`config.mk`:
```
export PLATFORM = sky130hd
export DESIGN_NAME = fwd_sel_tracker
export DESIGN_NICKNAME = d
export VERILOG_FILES = /design/src/rtl/fwd_sel_tracker.sv
export SDC_FILE = /design/constraint.sdc
export NUM_CORES = 1
export LEC_CHECK = 0
export BUFFER_PORTS_ARGS = -buffer_cell sky130_fd_sc_hd__buf_4
export CAP_MARGIN = 20
export CORE_ASPECT_RATIO = 2
export CORE_UTILIZATION = 29
export DETAILED_ROUTE_END_ITERATION = 8
export GPL_ROUTABILITY_DRIVEN = 1
export PLACE_DENSITY = 0.49
export SLEW_MARGIN = 10
export SYNTH_ARGS = -nofsm -noshare
export SYNTH_HDL_FRONTEND = slang
export SYNTH_SLANG_ARGS = --single-unit
```
`constraint.sdc`:
```
create_clock -name clk -period 2.7 [get_ports clk]
set_input_delay 0.54 -clock clk [delete_from_list [all_inputs] [get_ports clk]]
set_output_delay 0.54 -clock clk [all_outputs]
set_load 0.05 [all_outputs]
```
`src/rtl/fwd_sel_tracker.sv`:
```
// fwd_sel_tracker
//
// Generates the operand-select codes for the two EX-stage 4:1 operand muxes
// and the load-use stall request. The block keeps a shadow copy of the
// destination-register info held by the EX, MEM and WB pipeline slots. It
// computes each select while the consumer sits in ID, then registers it, so
// the code is stable for the whole cycle the consumer spends in EX.
//
// Select encoding (per operand):
//   00 register file, 01 EX/MEM ALU result, 10 MEM/WB writeback value,
//   11 retired-write latch (one stage older than WB).
//
// Ports:
//   clk, rstn        rising-edge clock, asynchronous active-low reset
//   id_valid         ID holds a real instruction
//   id_rs1, id_rs2   source indices of the ID instruction (unused ones are 0)
//   id_rd            destination index of the ID instruction
//   id_reg_write     ID instruction writes rd
//   id_mem_read      ID instruction is a load
//   stall_in         external freeze: every register holds
//   flush            kill the ID instruction; it enters EX as a bubble
//   fwd_a_sel        registered select for the rs1 operand mux
//   fwd_b_sel        registered select for the rs2 operand mux
//   load_use_stall   combinational: hold PC and IF/ID, insert a bubble
//   stall_cnt        saturating count of load-use stall cycles
//
// Flow control: the ID instruction advances into EX on a rising edge only
// when stall_in=0. If id_valid=0, flush=1 or load_use_stall=1 on that edge,
// EX receives a bubble instead. stall_in=1 holds every slot, both selects
// and the counter, whatever the other inputs are.
module fwd_sel_tracker #(
  parameter int REG_ADDR_W = 5,
  parameter int CNT_W      = 16
) (
  input  logic                  clk,
  input  logic                  rstn,
  input  logic                  id_valid,
  input  logic [REG_ADDR_W-1:0] id_rs1,
  input  logic [REG_ADDR_W-1:0] id_rs2,
  input  logic [REG_ADDR_W-1:0] id_rd,
  input  logic                  id_reg_write,
  input  logic                  id_mem_read,
  input  logic                  stall_in,
  input  logic                  flush,
  output logic [1:0]            fwd_a_sel,
  output logic [1:0]            fwd_b_sel,
  output logic                  load_use_stall,
  output logic [CNT_W-1:0]      stall_cnt
);

  typedef struct packed {
    logic                  valid;
    logic [REG_ADDR_W-1:0] rd;
    logic                  reg_write;
  } slot_t;

  slot_t ex_s, mem_s, wb_s;
  slot_t id_s;
  // Only the EX slot can cause a load-use hazard, so the load flag is kept
  // for that slot alone; older slots forward normally whatever they were.
  logic  ex_mem_read;

  logic [1:0] sel_a_d, sel_b_d;
  logic       inject_bubble;

  function automatic logic writes_reg(input slot_t s,
                                      input logic [REG_ADDR_W-1:0] r);
    return s.valid && s.reg_write && (s.rd == r) && (s.rd != '0);
  endfunction

  // Newest producer wins. The EX slot is one stage ahead, so by the time the
  // consumer reaches EX that producer sits in MEM (code 01), and so on.
  function automatic logic [1:0] pick_sel(input slot_t ex,
                                          input slot_t mem,
                                          input slot_t wb,
                                          input logic [REG_ADDR_W-1:0] rs);
    logic [1:0] sel;
    sel = 2'b00;
    if (writes_reg(ex, rs))       sel = 2'b01;
    else if (writes_reg(mem, rs)) sel = 2'b10;
    else if (writes_reg(wb, rs))  sel = 2'b11;
    return sel;
  endfunction

  always_comb begin
    load_use_stall = 1'b0;
    inject_bubble  = 1'b0;
    sel_a_d        = 2'b00;
    sel_b_d        = 2'b00;
    id_s           = '0;

    // Both sources are checked unconditionally. Unused indices arrive as
    // x0, and x0 never matches because of the rd!=0 term.
    load_use_stall = id_valid && ex_s.valid && ex_mem_read && ex_s.reg_write &&
                     (ex_s.rd != '0) &&
                     ((ex_s.rd == id_rs1) || (ex_s.rd == id_rs2));
    inject_bubble  = flush || load_use_stall || !id_valid;

    sel_a_d = pick_sel(ex_s, mem_s, wb_s, id_rs1);
    sel_b_d = pick_sel(ex_s, mem_s, wb_s, id_rs2);
    id_s    = {1'b1, id_rd, id_reg_write};
  end

  always_ff @(posedge clk or negedge rstn) begin
    if (!rstn) begin
      ex_s        <= '0;
      mem_s       <= '0;
      wb_s        <= '0;
      ex_mem_read <= 1'b0;
      fwd_a_sel   <= 2'b00;
      fwd_b_sel   <= 2'b00;
      stall_cnt   <= '0;
    end else if (!stall_in) begin
      wb_s  <= mem_s;
      mem_s <= ex_s;
      if (inject_bubble) begin
        ex_s        <= '0;
        ex_mem_read <= 1'b0;
        fwd_a_sel   <= 2'b00;
        fwd_b_sel   <= 2'b00;
      end else begin
        ex_s        <= id_s;
        ex_mem_read <= id_mem_read;
        fwd_a_sel   <= sel_a_d;
        fwd_b_sel   <= sel_b_d;
      end
      // Saturate rather than wrap, so a long run never looks like a short one.
      if (load_use_stall && (stall_cnt != '1)) begin
        stall_cnt <= stall_cnt + CNT_W'(1);
      end
    end
  end

endmodule

```
## Word level (Yosys, flattened, before mapping)

Index checks and enable logic that the tools add are counted.

- Bits in registers: 42
- Output and inout port bits: 21
- Input port bits: 22

- Eq/ne operators: 7
- Bitwise gates (word level): 1
- Add/sub/neg operators: 1
- Reduce and logical (&&, ||, !) cells: 29
- Muxes and demuxes: 10

Operators by type and width:

| operator | number |
|---|---|
| 5-bit == test | 6 |
| 1-bit logical AND | 21 |
| 16-bit by 1-bit adder with 16-bit output, second input constant | 1 |
| 2-bit two-way mux | 8 |
| 16-bit != test, second input constant | 1 |
| 5-bit nonzero test | 3 |
| 7-bit two-way mux | 1 |
| 1-bit logical OR | 3 |
| 2-bit AND reduction | 1 |
| 1-bit logical NOT | 1 |
| 1-bit two-way mux | 1 |
| 1-bit inverter | 1 |

## Logic depth before layout (Yosys ltp)

Gate-level depths: netlist of the first run.

- Depth in word-level cells: 8
- Depth in mapped cells: 8
- Depth with buffers taken out: 7

## Worst setup path after synthesis of the first run

No wires, ideal clock.

- Kind: register -> register
- From: reg stall_cnt[0]
- To: reg stall_cnt[12]
- Cell stages (with the launch flop): 9
- Library setup time: 0.141 ns
- Arrival: 2.379 ns
- Slack: 0.180 ns
- Cells stage by stage: dfrtp_1 > ha_1 > and3_1 > and4_1 > a2111o_1 > a21oi_2 > buf_2 > nand4_1 > xnor2_1

- Word-level cells in the longest chain between the ends: 3
- Elaborated cells between the ends (all ways): 4
- Those cells by class: 1 x add/sub; 1 x eq/ne; 2 x reduce/logical

Ends and longest elaborated chain:

| element | RTL line | source |
|---|---|---|
| from (decl) | 48 | `output logic [CNT_W-1:0] stall_cnt` |
| from (signal assigned) | 129 | `stall_cnt <= stall_cnt + CNT_W'(1);` |
| branches (longest 3 deep; another with 16-bit by 1-bit adder with 16-bit output) | - |  |

Several ways; the timed one is not identified.
A chain may end at the register's enable or synchronous reset.

## Final worst setup path of the first run

- From: reg ex_s[2] in the netlist's numbering
- To: out load_use_stall

- Word-level cells in the longest chain between the ends: 3
- Elaborated cells between the ends (all ways): 6
- Those cells by class: 2 x eq/ne; 4 x reduce/logical

Ends and longest elaborated chain:

| element | RTL line | source |
|---|---|---|
| from (decl) | 57 | `slot_t ex_s, mem_s, wb_s;` |
| from (signal assigned) | 122 | `ex_s <= id_s;` |
| 5-bit == test / 5-bit nonzero test (equally long branches) | 96, 95 |  |
| 1-bit logical OR / 1-bit logical AND (equally long branches) | 96, 94 |  |
| 1-bit logical AND (*) | 95 | `(ex_s.rd != '0) &&` |
| to (decl) | 47 | `output logic load_use_stall,` |

Mark *: on every way between the ends. The rest lies on a longest branch, timed or not.

==> report_table.html, run 1 <==
<table>
<tr><th>Metric</th><th>Value</th></tr>
<tr><th colspan="2">Floorplanning</th></tr>
<tr><td>Height of the chip</td><td>123 µm</td></tr>
<tr><td>I/O pin count</td><td>43</td></tr>
<tr><td>Total Die Area</td><td>7700 µm²</td></tr>
<tr><td>Starting density of the core</td><td>30.4%</td></tr>
<tr><td>Floorplan Core Area</td><td>6990 µm²</td></tr>
<tr><td>Die W</td><td>62.6 µm</td></tr>
<tr><td>Standard-cell rows</td><td>43</td></tr>
<tr><th colspan="2">Clock network</th></tr>
<tr><td>CTS buffer count</td><td>5</td></tr>
<tr><td>Number of hold buffers added after cts</td><td>0</td></tr>
<tr><td>Number of H-tree levels</td><td>2</td></tr>
<tr><td>Clock transition at the register clock pins on the worst setup and hold paths after CTS</td><td>60 ps</td></tr>
<tr><td>CTS tree</td><td>yes</td></tr>
<tr><td>Number of gates resized after cts</td><td>0</td></tr>
<tr><td>Later-pin clock latency in the skew report</td><td>290 ps</td></tr>
<tr><td>Clk Tree Root Cell</td><td>sky130_fd_sc_hd__clkbuf_16</td></tr>
<tr><td>Number of buffers inserted to repair setup after CTS</td><td>0</td></tr>
<tr><td>Clock tree buffer depth</td><td>2</td></tr>
<tr><td>CTS Sinks</td><td>42</td></tr>
<tr><th colspan="2">STA</th></tr>
<tr><td>Minimum clock period after layout</td><td>2490 ps</td></tr>
<tr><td>Final Hold Vio Count</td><td>0</td></tr>
<tr><td>Maximum frequency from static timing analysis</td><td>0.401 GHz</td></tr>
<tr><td>Skew final</td><td>7.68 ps</td></tr>
<tr><td>RSZ-0062 raised after global routing</td><td>false</td></tr>
<tr><td>Total Negative Setup Slacks</td><td>0 ps</td></tr>
<tr><td>Worst setup slack after layout</td><td>209 ps</td></tr>
<tr><td>Worst hold-check slack</td><td>243 ps</td></tr>
<tr><td>Relative max-transition margin</td><td>50.8%</td></tr>
<tr><td>Count of pins over their slew limit</td><td>0</td></tr>
<tr><td>Part of the cycle the worst path needs</td><td>92.3%</td></tr>
<tr><td>Worst Max-Slew Pin Slew</td><td>737 ps</td></tr>
<tr><td># setup viols final</td><td>0</td></tr>
<tr><th colspan="2">Global routing</th></tr>
<tr><td>Overall Global Routing Usage</td><td>16.0%</td></tr>
<tr><td>Global-route layer with the greatest usage</td><td>met2</td></tr>
<tr><td>Global-route wire length before repair</td><td>9030 µm</td></tr>
<tr><td>Number of global-route vias before repair</td><td>1698</td></tr>
<tr><td>Met1 routing resource usage after global routing</td><td>16.1%</td></tr>
<tr><td>Pin count of the biggest net entering global routing</td><td>43</td></tr>
<tr><td>Number of antenna violations at the first check in global routing</td><td>0</td></tr>
<tr><td>Met2 track utilization from global routing</td><td>29.8%</td></tr>
<tr><td>Met3 usage in global routing</td><td>3.32%</td></tr>
<tr><td>Global-route congestion overflow total</td><td>0</td></tr>
<tr><th colspan="2">Worst setup path</th></tr>
<tr><td>Max incr delay on CP</td><td>380 ps</td></tr>
<tr><td>Data arrival at the endpoint of the critical path</td><td>1950 ps</td></tr>
<tr><td>Crit-path slowest cell</td><td>sky130_fd_sc_hd__dfrtp_1</td></tr>
<tr><td>Type of destination of the critical path</td><td>primary output</td></tr>
<tr><td>Critical-path cell list</td><td>buf_4 -&gt; xor2_1 -&gt; nor3_1 -&gt; nand3_1 -&gt; a211oi_2 -&gt; buf_4</td></tr>
<tr><td>Highest net fanout along the worst path</td><td>4</td></tr>
<tr><td>Critical path launch point type</td><td>register</td></tr>
<tr><td>Most Frequent Cell on Critical Path</td><td>sky130_fd_sc_hd__buf_4</td></tr>
<tr><td>Class of the most critical setup path</td><td>register to primary output</td></tr>
<tr><td>Crit path buffers/inverters</td><td>2</td></tr>
<tr><td>Crit-path leading delay family</td><td>buffers and inverters</td></tr>
<tr><td>Data required time at the worst endpoint</td><td>2160 ps</td></tr>
<tr><th colspan="2">Logic synthesis</th></tr>
<tr><td>Number of nets in the synthesized netlist</td><td>202</td></tr>
<tr><td>Library cells used by synthesis</td><td>28</td></tr>
<tr><td>Leading post-synthesis cells by cell area</td><td>sky130_fd_sc_hd__dfrtp_1 (49%), sky130_fd_sc_hd__xnor2_1 (11%), sky130_fd_sc_hd__mux2_2 (7.9%)</td></tr>
<tr><td>EDFF count, synth</td><td>0</td></tr>
<tr><td>Area of the mapped netlist</td><td>2130 µm²</td></tr>
<tr><td>Proportion of register bits with asynchronous set or reset after synthesis</td><td>100%</td></tr>
<tr><td>Share of Yosys cell area claimed by the top area cell type</td><td>49.4%</td></tr>
<tr><td>Cells after Synth</td><td>179</td></tr>
<tr><td>Biggest area consumer among synthesized cells</td><td>sky130_fd_sc_hd__dfrtp_1</td></tr>
<tr><td>Post-synthesis sequential area ratio</td><td>49.4%</td></tr>
<tr><td>Prevailing post-synth register cell</td><td>sky130_fd_sc_hd__dfrtp_1</td></tr>
<tr><td>Post-synth top cells</td><td>sky130_fd_sc_hd__dfrtp_1 (42), sky130_fd_sc_hd__xnor2_1 (26), sky130_fd_sc_hd__xor2_1 (19), sky130_fd_sc_hd__mux2_2 (15), sky130_fd_sc_hd__nand3_1 (11)</td></tr>
<tr><td>Synthesized flop and latch total</td><td>42</td></tr>
<tr><td>Synthesized area per cell</td><td>11.9 µm²</td></tr>
<tr><td>Most numerous cell in the Yosys netlist</td><td>sky130_fd_sc_hd__dfrtp_1</td></tr>
<tr><td>Yosys warning total</td><td>0</td></tr>
<tr><th colspan="2">Routing</th></tr>
<tr><td>WL/cell</td><td>17.3 µm</td></tr>
<tr><td>Total DRC errors in the routed layout</td><td>0</td></tr>
<tr><td>Vias post-DR</td><td>1560</td></tr>
<tr><td>Post-route ant nets</td><td>0</td></tr>
<tr><td>Routed via count divided by cell count</td><td>4.92</td></tr>
<tr><td>Number of optimization iterations in the first detailed-route pass</td><td>4</td></tr>
<tr><td>Detailed-route wire length</td><td>5490 µm</td></tr>
<tr><td>First DRT Iteration DRCs</td><td>63</td></tr>
<tr><th colspan="2">Power</th></tr>
<tr><td>Power density over the cells</td><td>524 nW/µm²</td></tr>
<tr><td>Leakage power figure</td><td>1.28 nW</td></tr>
<tr><td>Max VDD drop</td><td>0.000398 V</td></tr>
<tr><th colspan="2">Layout</th></tr>
<tr><td>Area used by multi-input combinational logic</td><td>1060 µm²</td></tr>
<tr><td># diodes</td><td>0</td></tr>
<tr><td>Number of fill cells</td><td>732</td></tr>
<tr><td>Final Non-Filler Cells</td><td>317</td></tr>
<tr><td># nets final</td><td>250</td></tr>
<tr><td>Area occupied by registers</td><td>1050 µm²</td></tr>
<tr><td>Area growth from synthesis to layout</td><td>26.9%</td></tr>
<tr><td>Share of post-route cells with drive strength above 1</td><td>33.0%</td></tr>
<tr><th colspan="2">Placement</th></tr>
<tr><td>Port-buffer cells</td><td>42</td></tr>
<tr><td>Pre-CTS worst setup slack</td><td>293 ps</td></tr>
<tr><td>Placed cell count</td><td>310</td></tr>
<tr><td>Last weighted congestion value of the routability-driven placer</td><td>0.771</td></tr>
<tr><td>DPL Wire Length</td><td>4160 µm</td></tr>
<tr><th colspan="2">Min path</th></tr>
<tr><td>Worst min-delay path category</td><td>input port to async pin</td></tr>
<tr><th colspan="2">Flow run</th></tr>
<tr><td>Count of max-cap constraint violations</td><td>0</td></tr>
<tr><th colspan="2">Run status</th></tr>
<tr><td>Outcome</td><td>complete, no violations</td></tr>
</table>
## cells by family after synthesis
family	synth area share, %
fa+ha+maj	0.588
simple gates	14.2
mux	7.94
buf+inv	0.941
compound gates	8.41
flops	49.4
xor+xnor	18.5
## worst paths after layout
kind	startpoint	end	slack [ps]	depth (start not counted)
worst max-delay path	ex_s[2]	load_use_stall	210	6
worst min-delay path	rstn	wb_s[2]	240	1
worst max register to register	stall_cnt[0]	stall_cnt[1]	300	7
worst min register to register	stall_cnt[13]	stall_cnt[13]	490	1
max in group asynchronous	rstn	stall_cnt[8]	2070	1
min in group clk	id_rd[3]	ex_s[4]	470	2
## report_power, final
part	switching, W	internal (W)
Combinational	0.0000724	0.0000810
Clock	0.000239	0.000334
Sequential	0.0000348	0.000656
Total	0.000346	0.00107
## layout make-up
cell class | count | area share (%)
flip-flops and latches | 42 | 38.9
clock inverters | 2 | 0.371
multi-input cells | 132 | 39.1
repair buffers | 46 | 12.8
well taps | 90 | 4.17
clock buffers | 5 | 4.63
## registers in the layout, summed over array words and instances (netlist names)
register	cells
ex_s	7
stall_cnt	16
mem_s	7
fwd_b_sel	2
ex_mem_read	1
fwd_a_sel	2
wb_s	7
## metrics by stage
stage / power (W) / utilization, % / area, µm²
after floorplan: 0.000780 / - / 2130
after global routing: 0.00149 / 38.6 / 2700
after CTS: 0.00144 / 38.6 / 2700
after global placement: 0.000859 / 36.7 / 2560
final: 0.00142 / 38.6 / 2700
after detailed placement: 0.000860 / 36.7 / 2560
## layer usage
layer  routed length (µm)  vias up
met3                  234       10
met5                    0        -
met1                 2070      757
met2                 2980       45
met4                  206        0
li1                     -      748
## worst register-to-register path: cells and delay by family (launching register included)
family / cells / cell delay (ps)
compound gates: 2 / 500
fa+ha+maj: 1 / 240
simple gates: 2 / 530
mux: 1 / 350
buf+inv: 1 / 220
flops: 1 / 430
## placed cells by master (no fill, tap or decap)
| master | instances |
|---|---|
| sky130_fd_sc_hd__nand2_1 | 10 |
| sky130_fd_sc_hd__a21oi_1 | 2 |
| sky130_fd_sc_hd__clkbuf_16 | 5 |
| sky130_fd_sc_hd__a31oi_1 | 2 |
| sky130_fd_sc_hd__xnor2_1 | 26 |
| sky130_fd_sc_hd__ha_1 | 1 |
| sky130_fd_sc_hd__dfrtp_1 | 42 |
| sky130_fd_sc_hd__buf_4 | 46 |
| sky130_fd_sc_hd__clkinv_2 | 2 |
| sky130_fd_sc_hd__or4b_4 | 1 |
| sky130_fd_sc_hd__nand4_1 | 4 |
| sky130_fd_sc_hd__and4_1 | 6 |
| sky130_fd_sc_hd__and3_1 | 6 |
| sky130_fd_sc_hd__xor2_1 | 19 |
| sky130_fd_sc_hd__nor4_1 | 4 |
| sky130_fd_sc_hd__a2111o_1 | 1 |
| sky130_fd_sc_hd__o211ai_2 | 1 |
| sky130_fd_sc_hd__or4_1 | 3 |
| sky130_fd_sc_hd__o31ai_2 | 2 |
| sky130_fd_sc_hd__a21oi_2 | 1 |
| sky130_fd_sc_hd__a211oi_2 | 1 |
| sky130_fd_sc_hd__mux2_2 | 15 |
| sky130_fd_sc_hd__o211ai_1 | 2 |
| sky130_fd_sc_hd__nor3_1 | 2 |
| sky130_fd_sc_hd__a22o_1 | 7 |
| sky130_fd_sc_hd__nand3_1 | 11 |
| sky130_fd_sc_hd__nor2_1 | 2 |
| sky130_fd_sc_hd__nor4b_2 | 1 |
| sky130_fd_sc_hd__o21ai_0 | 2 |
(Power assumes the default switching activity.)
==> run 2: changes to the inputs <==
==> constraint.sdc (replaced) <==
create_clock -name clk -period 2.9 [get_ports clk]
set_input_delay 0.58 -clock clk [delete_from_list [all_inputs] [get_ports clk]]
set_output_delay 0.58 -clock clk [all_outputs]
set_load 0.05 [all_outputs]
==> report_table.html, run 2 (synthesis gave the netlist of run 1 again) <==
<table>
<tr><th>Metric</th><th>Value</th></tr>
<tr><th colspan="2">Routing</th></tr>
<tr><td>Routed via count divided by cell count</td><td>5.02 (+1.9%)</td></tr>
<tr><td>Post-route ant nets</td><td>0 (unchanged)</td></tr>
<tr><td>Number of optimization iterations in the first detailed-route pass</td><td>4 (unchanged)</td></tr>
<tr><td>Total DRC errors in the routed layout</td><td>0 (unchanged)</td></tr>
<tr><td>First DRT Iteration DRCs</td><td>77 (+22%)</td></tr>
<tr><td>WL/cell</td><td>17.2 µm (-0.92%)</td></tr>
<tr><td>Detailed-route wire length</td><td>5410 µm (-1.5%)</td></tr>
<tr><td>Vias post-DR</td><td>1580 (+1.3%)</td></tr>
<tr><th colspan="2">Floorplanning</th></tr>
<tr><td>Starting density of the core</td><td>30.4% (unchanged)</td></tr>
<tr><td>Floorplan Core Area</td><td>6990 µm² (unchanged)</td></tr>
<tr><td>Total Die Area</td><td>7700 µm² (unchanged)</td></tr>
<tr><td>Die W</td><td>62.6 µm (unchanged)</td></tr>
<tr><td>I/O pin count</td><td>43 (unchanged)</td></tr>
<tr><td>Standard-cell rows</td><td>43 (unchanged)</td></tr>
<tr><td>Height of the chip</td><td>123 µm (unchanged)</td></tr>
<tr><th colspan="2">Global routing</th></tr>
<tr><td>Number of global-route vias before repair</td><td>1620 (-4.6%)</td></tr>
<tr><td>Global-route congestion overflow total</td><td>0 (unchanged)</td></tr>
<tr><td>Pin count of the biggest net entering global routing</td><td>43 (unchanged)</td></tr>
<tr><td>Overall Global Routing Usage</td><td>15.6% (-0.39 points)</td></tr>
<tr><td>Global-route wire length before repair</td><td>8850 µm (-2.0%)</td></tr>
<tr><td>Number of antenna violations at the first check in global routing</td><td>0 (unchanged)</td></tr>
<tr><th colspan="2">Clock network</th></tr>
<tr><td>Clock transition at the register clock pins on the worst setup and hold paths after CTS</td><td>60 ps (about the same)</td></tr>
<tr><td>Number of gates resized after cts</td><td>0 (unchanged)</td></tr>
<tr><td>Later-pin clock latency in the skew report</td><td>290 ps (about the same)</td></tr>
<tr><td>CTS tree</td><td>yes</td></tr>
<tr><td>Number of hold buffers added after cts</td><td>0 (unchanged)</td></tr>
<tr><td>Clock tree buffer depth</td><td>2 (unchanged)</td></tr>
<tr><td>CTS Sinks</td><td>42 (unchanged)</td></tr>
<tr><td>Number of buffers inserted to repair setup after CTS</td><td>0 (unchanged)</td></tr>
<tr><td>Clk Tree Root Cell</td><td>sky130_fd_sc_hd__clkbuf_16</td></tr>
<tr><td>Number of H-tree levels</td><td>2 (unchanged)</td></tr>
<tr><td>CTS buffer count</td><td>5 (unchanged)</td></tr>
<tr><th colspan="2">Layout</th></tr>
<tr><td># diodes</td><td>0 (unchanged)</td></tr>
<tr><td>Register with the most flip-flops</td><td>stall_cnt</td></tr>
<tr><td># nets final</td><td>247 (-1.2%)</td></tr>
<tr><td>Area growth from synthesis to layout</td><td>26.6%</td></tr>
<tr><td>Most common cell after layout, fill and taps aside</td><td>sky130_fd_sc_hd__buf_4</td></tr>
<tr><td>Cell area after layout</td><td>2690 µm² (-0.23%)</td></tr>
<tr><td>Number of flip-flops in the largest register</td><td>16 (unchanged)</td></tr>
<tr><td>Highest-count cells in the layout ignoring fill and taps</td><td>sky130_fd_sc_hd__buf_4 (43), sky130_fd_sc_hd__dfrtp_1 (42), sky130_fd_sc_hd__xnor2_1 (26)</td></tr>
<tr><td>Share of post-route cells with drive strength above 1</td><td>32.4% (-0.60 points)</td></tr>
<tr><td>Final Non-Filler Cells</td><td>315 (-0.63%)</td></tr>
<tr><th colspan="2">Min path</th></tr>
<tr><td>Worst min-delay path category</td><td>input port to async pin</td></tr>
<tr><th colspan="2">Worst setup path</th></tr>
<tr><td>Class of the most critical setup path</td><td>register to register</td></tr>
<tr><td>Highest net fanout along the worst path</td><td>9 (+5)</td></tr>
<tr><td>R2R Path End</td><td>stall_cnt[1]</td></tr>
<tr><td>Internal reg-to-reg setup slack</td><td>280 ps (-20 ps)</td></tr>
<tr><td>Crit-path leading delay family</td><td>compound AO/OA/AOI/OAI gates</td></tr>
<tr><td>Crit path buffers/inverters</td><td>1 (-1)</td></tr>
<tr><td>Crit-path slowest cell</td><td>sky130_fd_sc_hd__dfrtp_1</td></tr>
<tr><td>Reg2Reg Launch Point</td><td>stall_cnt[0]</td></tr>
<tr><td>Critical-path cell list</td><td>ha_1 -&gt; and3_1 -&gt; and4_1 -&gt; a2111o_1 -&gt; a21oi_2 -&gt; buf_4 -&gt; mux2_2</td></tr>
<tr><td>Type of destination of the critical path</td><td>register</td></tr>
<tr><td>Critical path launch point type</td><td>register</td></tr>
<tr><td>Data required time at the worst endpoint</td><td>3070 ps (+910 ps)</td></tr>
<tr><td>Register-to-Register Path Depth</td><td>7 (unchanged)</td></tr>
<tr><td>Max incr delay on CP</td><td>430 ps (+50 ps)</td></tr>
<tr><td>Data arrival at the endpoint of the critical path</td><td>2790 ps (+840 ps)</td></tr>
<tr><th colspan="2">Flow run</th></tr>
<tr><td>Count of max-cap constraint violations</td><td>0 (unchanged)</td></tr>
<tr><th colspan="2">STA</th></tr>
<tr><td>Maximum frequency from static timing analysis</td><td>0.382 GHz</td></tr>
<tr><td>Worst hold-check slack</td><td>271 ps (+28.6 ps)</td></tr>
<tr><td>Skew final</td><td>4.91 ps (-2.77 ps)</td></tr>
<tr><td>Final Hold Vio Count</td><td>0 (unchanged)</td></tr>
<tr><td>Part of the cycle the worst path needs</td><td>90.2%</td></tr>
<tr><td>Worst Max-Slew Pin Slew</td><td>826 ps (+89.1 ps)</td></tr>
<tr><td>Count of pins over their slew limit</td><td>0 (unchanged)</td></tr>
<tr><td>Minimum clock period after layout</td><td>2620 ps</td></tr>
<tr><td>RSZ-0062 raised after global routing</td><td>false</td></tr>
<tr><td># setup viols final</td><td>0 (unchanged)</td></tr>
<tr><td>Total Negative Setup Slacks</td><td>0 ps (unchanged)</td></tr>
<tr><td>Relative max-transition margin</td><td>44.8% (-6.0 points)</td></tr>
<tr><th colspan="2">Power</th></tr>
<tr><td>P_int</td><td>0.00102 W (-4.3%)</td></tr>
<tr><td>Combinational share of power</td><td>10.2% (-0.6 points)</td></tr>
<tr><td>Total power after layout</td><td>0.00136 W (-4.3%)</td></tr>
<tr><td>Share of power burned in registers</td><td>47.5% (-1.3 points)</td></tr>
<tr><td>Leakage power figure</td><td>1.27 nW (-0.99%)</td></tr>
<tr><td>Max VDD drop</td><td>0.000266 V (-33%)</td></tr>
<tr><td>Clock share of power</td><td>42.3% (+1.9 points)</td></tr>
<tr><td>P_sw</td><td>0.000331 W (-4.3%)</td></tr>
<tr><td>Switching power as a share of total power</td><td>24.4% (about the same)</td></tr>
<tr><td>Power density over the cells</td><td>503 nW/µm² (-4.1%)</td></tr>
<tr><th colspan="2">Placement</th></tr>
<tr><td>Placement-stage cell area</td><td>2540 µm² (-0.88%)</td></tr>
<tr><td>Last weighted congestion value of the routability-driven placer</td><td>0.768 (-0.38%)</td></tr>
<tr><td>DPL Wire Length</td><td>4090 µm (-1.7%)</td></tr>
<tr><td>Port-buffer cells</td><td>42 (unchanged)</td></tr>
<tr><td>Placed cell count</td><td>307 (-0.97%)</td></tr>
<tr><th colspan="2">Run status</th></tr>
<tr><td>Outcome</td><td>complete, no violations</td></tr>
</table>
run 2: per-layer routing:
layer,part of all wire (%),vias up,GRT usage (%)
met1,38,784,16.1
met5,0,-,0
met3,4.2,8,3.41
met2,55,43,29.1
met4,2.6,0,7.85
li1,-,745,-
run 2: stage by stage:
| step | worst slack (ps) | util, % |
|---|---|---|
| 2_1_floorplan | 380 | - |
| 6_report | 284 | 38.5 |
| 5_1_grt | 118 | 38.5 |
| 3_3_place_gp | 271 | 36.4 |
| 3_5_place_dp | 272 | 36.4 |
| 4_1_cts | 246 | 38.5 |
run 2: area by class of cell:
cell class                 instances  area, µm²
multi-input combinational        132       1060
tap                               90        113
clock buffer                       6        139
clock inverter                     2       12.5
fill                             713       4300
sequential                        42       1050
timing repair buffer              43        323
run 2: worst max-delay path by stage:
stage,startpoint,endpoint,slack (ps),depth (start not counted)
floorplan,stall_cnt[0],stall_cnt[12],380,8
global placement,stall_cnt[0],stall_cnt[1],270,7
detailed placement,stall_cnt[0],stall_cnt[1],270,7
CTS,stall_cnt[0],stall_cnt[1],250,7
global route,stall_cnt[0],stall_cnt[1],120,7
finish,stall_cnt[0],stall_cnt[1],280,7
run 2: power by group through the flow:
stage	combinational, W	clock (W)	sequential (W)
5_1_grt	0.000154	0.000615	0.000648
4_1_cts	0.000143	0.000590	0.000645
3_5_place_dp	0.000141	0	0.000656
2_1_floorplan	0.0000829	0	0.000643
3_3_place_gp	0.000141	0	0.000656
6_report	0.000138	0.000573	0.000644
==> run 3: changes to the inputs <==
--- a/config.mk
+++ b/config.mk
@@ -8,6 +8,7 @@
 export BUFFER_PORTS_ARGS = -buffer_cell sky130_fd_sc_hd__buf_4
 export CAP_MARGIN = 20
 export CORE_ASPECT_RATIO = 2
+export CORE_MARGIN = 2
 export CORE_UTILIZATION = 29
 export DETAILED_ROUTE_END_ITERATION = 8
 export GPL_ROUTABILITY_DRIVEN = 1
==> report_table.html, run 3 (synthesis gave the netlist of run 1 again) <==
<table>
<tr><th>Metric</th><th>Value</th></tr>
<tr><th colspan="2">Routing</th></tr>
<tr><td>Total DRC errors in the routed layout</td><td>0 (unchanged)</td></tr>
<tr><td>WL/cell</td><td>16.5 µm (-4.0%)</td></tr>
<tr><td>Routed via count divided by cell count</td><td>4.92 (-1.8%)</td></tr>
<tr><td>Post-route ant nets</td><td>0 (unchanged)</td></tr>
<tr><td>Detailed-route wire length</td><td>5220 µm (-3.4%)</td></tr>
<tr><td>First DRT Iteration DRCs</td><td>52 (-32%)</td></tr>
<tr><td>Number of optimization iterations in the first detailed-route pass</td><td>2 (-2)</td></tr>
<tr><td>Vias post-DR</td><td>1561 (-1.2%)</td></tr>
<tr><th colspan="2">Global routing</th></tr>
<tr><td>Global-route congestion overflow total</td><td>0 (unchanged)</td></tr>
<tr><td>Global-route wire length before repair</td><td>8800 µm (-0.46%)</td></tr>
<tr><td>Overall Global Routing Usage</td><td>14.6% (-1.0 points)</td></tr>
<tr><td>Pin count of the biggest net entering global routing</td><td>43 (unchanged)</td></tr>
<tr><td>Number of global-route vias before repair</td><td>1623 (+0.19%)</td></tr>
<tr><td>Number of antenna violations at the first check in global routing</td><td>0 (unchanged)</td></tr>
<tr><th colspan="2">Layout</th></tr>
<tr><td># nets final</td><td>247 (unchanged)</td></tr>
<tr><td>Number of flip-flops in the largest register</td><td>16 (unchanged)</td></tr>
<tr><td>Area growth from synthesis to layout</td><td>26.6% (about the same)</td></tr>
<tr><td>Register with the most flip-flops</td><td>stall_cnt</td></tr>
<tr><td>Cell area after layout</td><td>2690 µm² (about the same)</td></tr>
<tr><td>Highest-count cells in the layout ignoring fill and taps</td><td>sky130_fd_sc_hd__buf_4 (43), sky130_fd_sc_hd__dfrtp_1 (42), sky130_fd_sc_hd__xnor2_1 (26)</td></tr>
<tr><td>Most common cell after layout, fill and taps aside</td><td>sky130_fd_sc_hd__buf_4</td></tr>
<tr><td>Share of post-route cells with drive strength above 1</td><td>32.0% (-0.44 points)</td></tr>
<tr><td># diodes</td><td>0 (unchanged)</td></tr>
<tr><th colspan="2">Worst setup path</th></tr>
<tr><td>Type of destination of the critical path</td><td>primary output</td></tr>
<tr><td>Critical-path cell list</td><td>xor2_1 -&gt; nor3_1 -&gt; nand3_1 -&gt; a211oi_2 -&gt; buf_4</td></tr>
<tr><td>Crit-path slowest cell</td><td>sky130_fd_sc_hd__dfrtp_1</td></tr>
<tr><td>Data arrival at the endpoint of the critical path</td><td>2040 ps (-750 ps)</td></tr>
<tr><td>Highest net fanout along the worst path</td><td>5 (-4)</td></tr>
<tr><td>Data required time at the worst endpoint</td><td>2320 ps (-750 ps)</td></tr>
<tr><td>Max incr delay on CP</td><td>450 ps (+20 ps)</td></tr>
<tr><td>Class of the most critical setup path</td><td>register to primary output</td></tr>
<tr><td>Critical path launch point type</td><td>register</td></tr>
<tr><th colspan="2">Floorplanning</th></tr>
<tr><td>Height of the chip</td><td>125 µm (+1.6%)</td></tr>
<tr><td>Floorplan Core Area</td><td>7210 µm² (+3.1%)</td></tr>
<tr><td>Die W</td><td>64.6 µm (+3.2%)</td></tr>
<tr><td>Standard-cell rows</td><td>44 (+2.3%)</td></tr>
<tr><td>I/O pin count</td><td>43 (unchanged)</td></tr>
<tr><td>Total Die Area</td><td>8080 µm² (+4.9%)</td></tr>
<tr><td>Starting density of the core</td><td>29.5% (-0.92 points)</td></tr>
<tr><th colspan="2">Clock network</th></tr>
<tr><td>CTS tree</td><td>yes</td></tr>
<tr><td>Number of hold buffers added after cts</td><td>0 (unchanged)</td></tr>
<tr><td>Clk Tree Root Cell</td><td>sky130_fd_sc_hd__clkbuf_16</td></tr>
<tr><td>Later-pin clock latency in the skew report</td><td>280 ps (about the same)</td></tr>
<tr><td>CTS Sinks</td><td>42 (unchanged)</td></tr>
<tr><td>Number of buffers inserted to repair setup after CTS</td><td>0 (unchanged)</td></tr>
<tr><td>Number of H-tree levels</td><td>2 (unchanged)</td></tr>
<tr><td>Clock tree buffer depth</td><td>2 (unchanged)</td></tr>
<tr><td>Clock transition at the register clock pins on the worst setup and hold paths after CTS</td><td>60 ps (about the same)</td></tr>
<tr><td>CTS buffer count</td><td>5 (unchanged)</td></tr>
<tr><td>Number of gates resized after cts</td><td>0 (unchanged)</td></tr>
<tr><th colspan="2">STA</th></tr>
<tr><td>Count of pins over their slew limit</td><td>0 (unchanged)</td></tr>
<tr><td>Final Hold Vio Count</td><td>0 (unchanged)</td></tr>
<tr><td>Relative max-transition margin</td><td>48.2% (+3.4 points)</td></tr>
<tr><td>Part of the cycle the worst path needs</td><td>90.4% (+0.19 points)</td></tr>
<tr><td>Skew final</td><td>3.18 ps (-1.73 ps)</td></tr>
<tr><td>Maximum frequency from static timing analysis</td><td>0.381 GHz (-0.21%)</td></tr>
<tr><td>RSZ-0062 raised after global routing</td><td>false</td></tr>
<tr><td>Minimum clock period after layout</td><td>2620 ps (+5.39 ps)</td></tr>
<tr><td>Total Negative Setup Slacks</td><td>0 ps (unchanged)</td></tr>
<tr><td># setup viols final</td><td>0 (unchanged)</td></tr>
<tr><td>Worst Max-Slew Pin Slew</td><td>775 ps (-50.4 ps)</td></tr>
<tr><th colspan="2">Power</th></tr>
<tr><td>Leakage power figure</td><td>1.27 nW (about the same)</td></tr>
<tr><td>Max VDD drop</td><td>0.000362 V (+36%)</td></tr>
<tr><td>Power density over the cells</td><td>496 nW/µm² (-1.5%)</td></tr>
<tr><th colspan="2">Placement</th></tr>
<tr><td>Last weighted congestion value of the routability-driven placer</td><td>0.768 (about the same)</td></tr>
<tr><td>Port-buffer cells</td><td>42 (unchanged)</td></tr>
<tr><td>DPL Wire Length</td><td>3940 µm (-3.8%)</td></tr>
<tr><td>Placement-stage cell area</td><td>2540 µm² (about the same)</td></tr>
<tr><th colspan="2">Min path</th></tr>
<tr><td>Worst min-delay path category</td><td>input port to async pin</td></tr>
<tr><th colspan="2">Flow run</th></tr>
<tr><td>Count of max-cap constraint violations</td><td>0 (unchanged)</td></tr>
<tr><th colspan="2">Run status</th></tr>
<tr><td>Outcome</td><td>complete, no violations</td></tr>
</table>
[run 3: power by group]
part	switching, W	internal, W	leakage, nW	total (W)
Clock	0.000212	0.000341	0.0739	0.000553
Sequential	0.0000324	0.000611	0.575	0.000643
Combinational	0.0000648	0.0000733	0.618	0.000138
[run 3: final cells by class]
| class | instances | area, µm² |
|---|---|---|
| multi-input combinational | 132 | 1060 |
| fill | 746 | 4520 |
| tap | 92 | 115 |
| sequential | 42 | 1050 |
| timing repair buffer | 43 | 323 |
| clock buffer | 7 | 143 |
| clock inverter | 1 | 5.00 |
[run 3: layer usage]
metal / GRT usage (%) / part of all wire, %
met1: 15.3 / 36
met5: 0 / 0
met2: 26.4 / 57
met3: 3.96 / 5.2
met4: 6.38 / 2.2
[run 3: path summary, 6_finish.rpt]
check                                  start              to  slack, ps  depth (start not counted)
worst max-delay path                 ex_s[1]  load_use_stall        280                          5
worst min-delay path                    rstn    stall_cnt[6]        280                          1
worst max register to register  stall_cnt[0]    stall_cnt[6]        510                          8
worst min register to register  fwd_b_sel[0]    fwd_b_sel[0]        480                          2
max in group asynchronous               rstn        mem_s[6]       2240                          1
min in group clk                fwd_b_sel[0]    fwd_b_sel[0]        480                          2
[run 3: stage by stage]
step | power, W | hold WS, ps | instances | utilization (%) | worst slack, ps
5_1_grt | 0.00140 | 317 | 317 | 37.3 | 170
3_5_place_dp | 0.000796 | 478 | 309 | 35.3 | 295
6_report | 0.00133 | 281 | 317 | 37.3 | 278
2_1_floorplan | 0.000726 | 284 | 179 | - | 380
4_1_cts | 0.00136 | 308 | 317 | 37.3 | 234
3_3_place_gp | 0.000795 | 477 | 309 | 35.3 | 280
[run 3: worst max-delay path: cells and delay by family, from the launching register on]
family	cells	cell delay (ps)
flops	1	450
xor+xnor	1	180
compound gates	1	390
simple gates	2	480
buf+inv	1	270
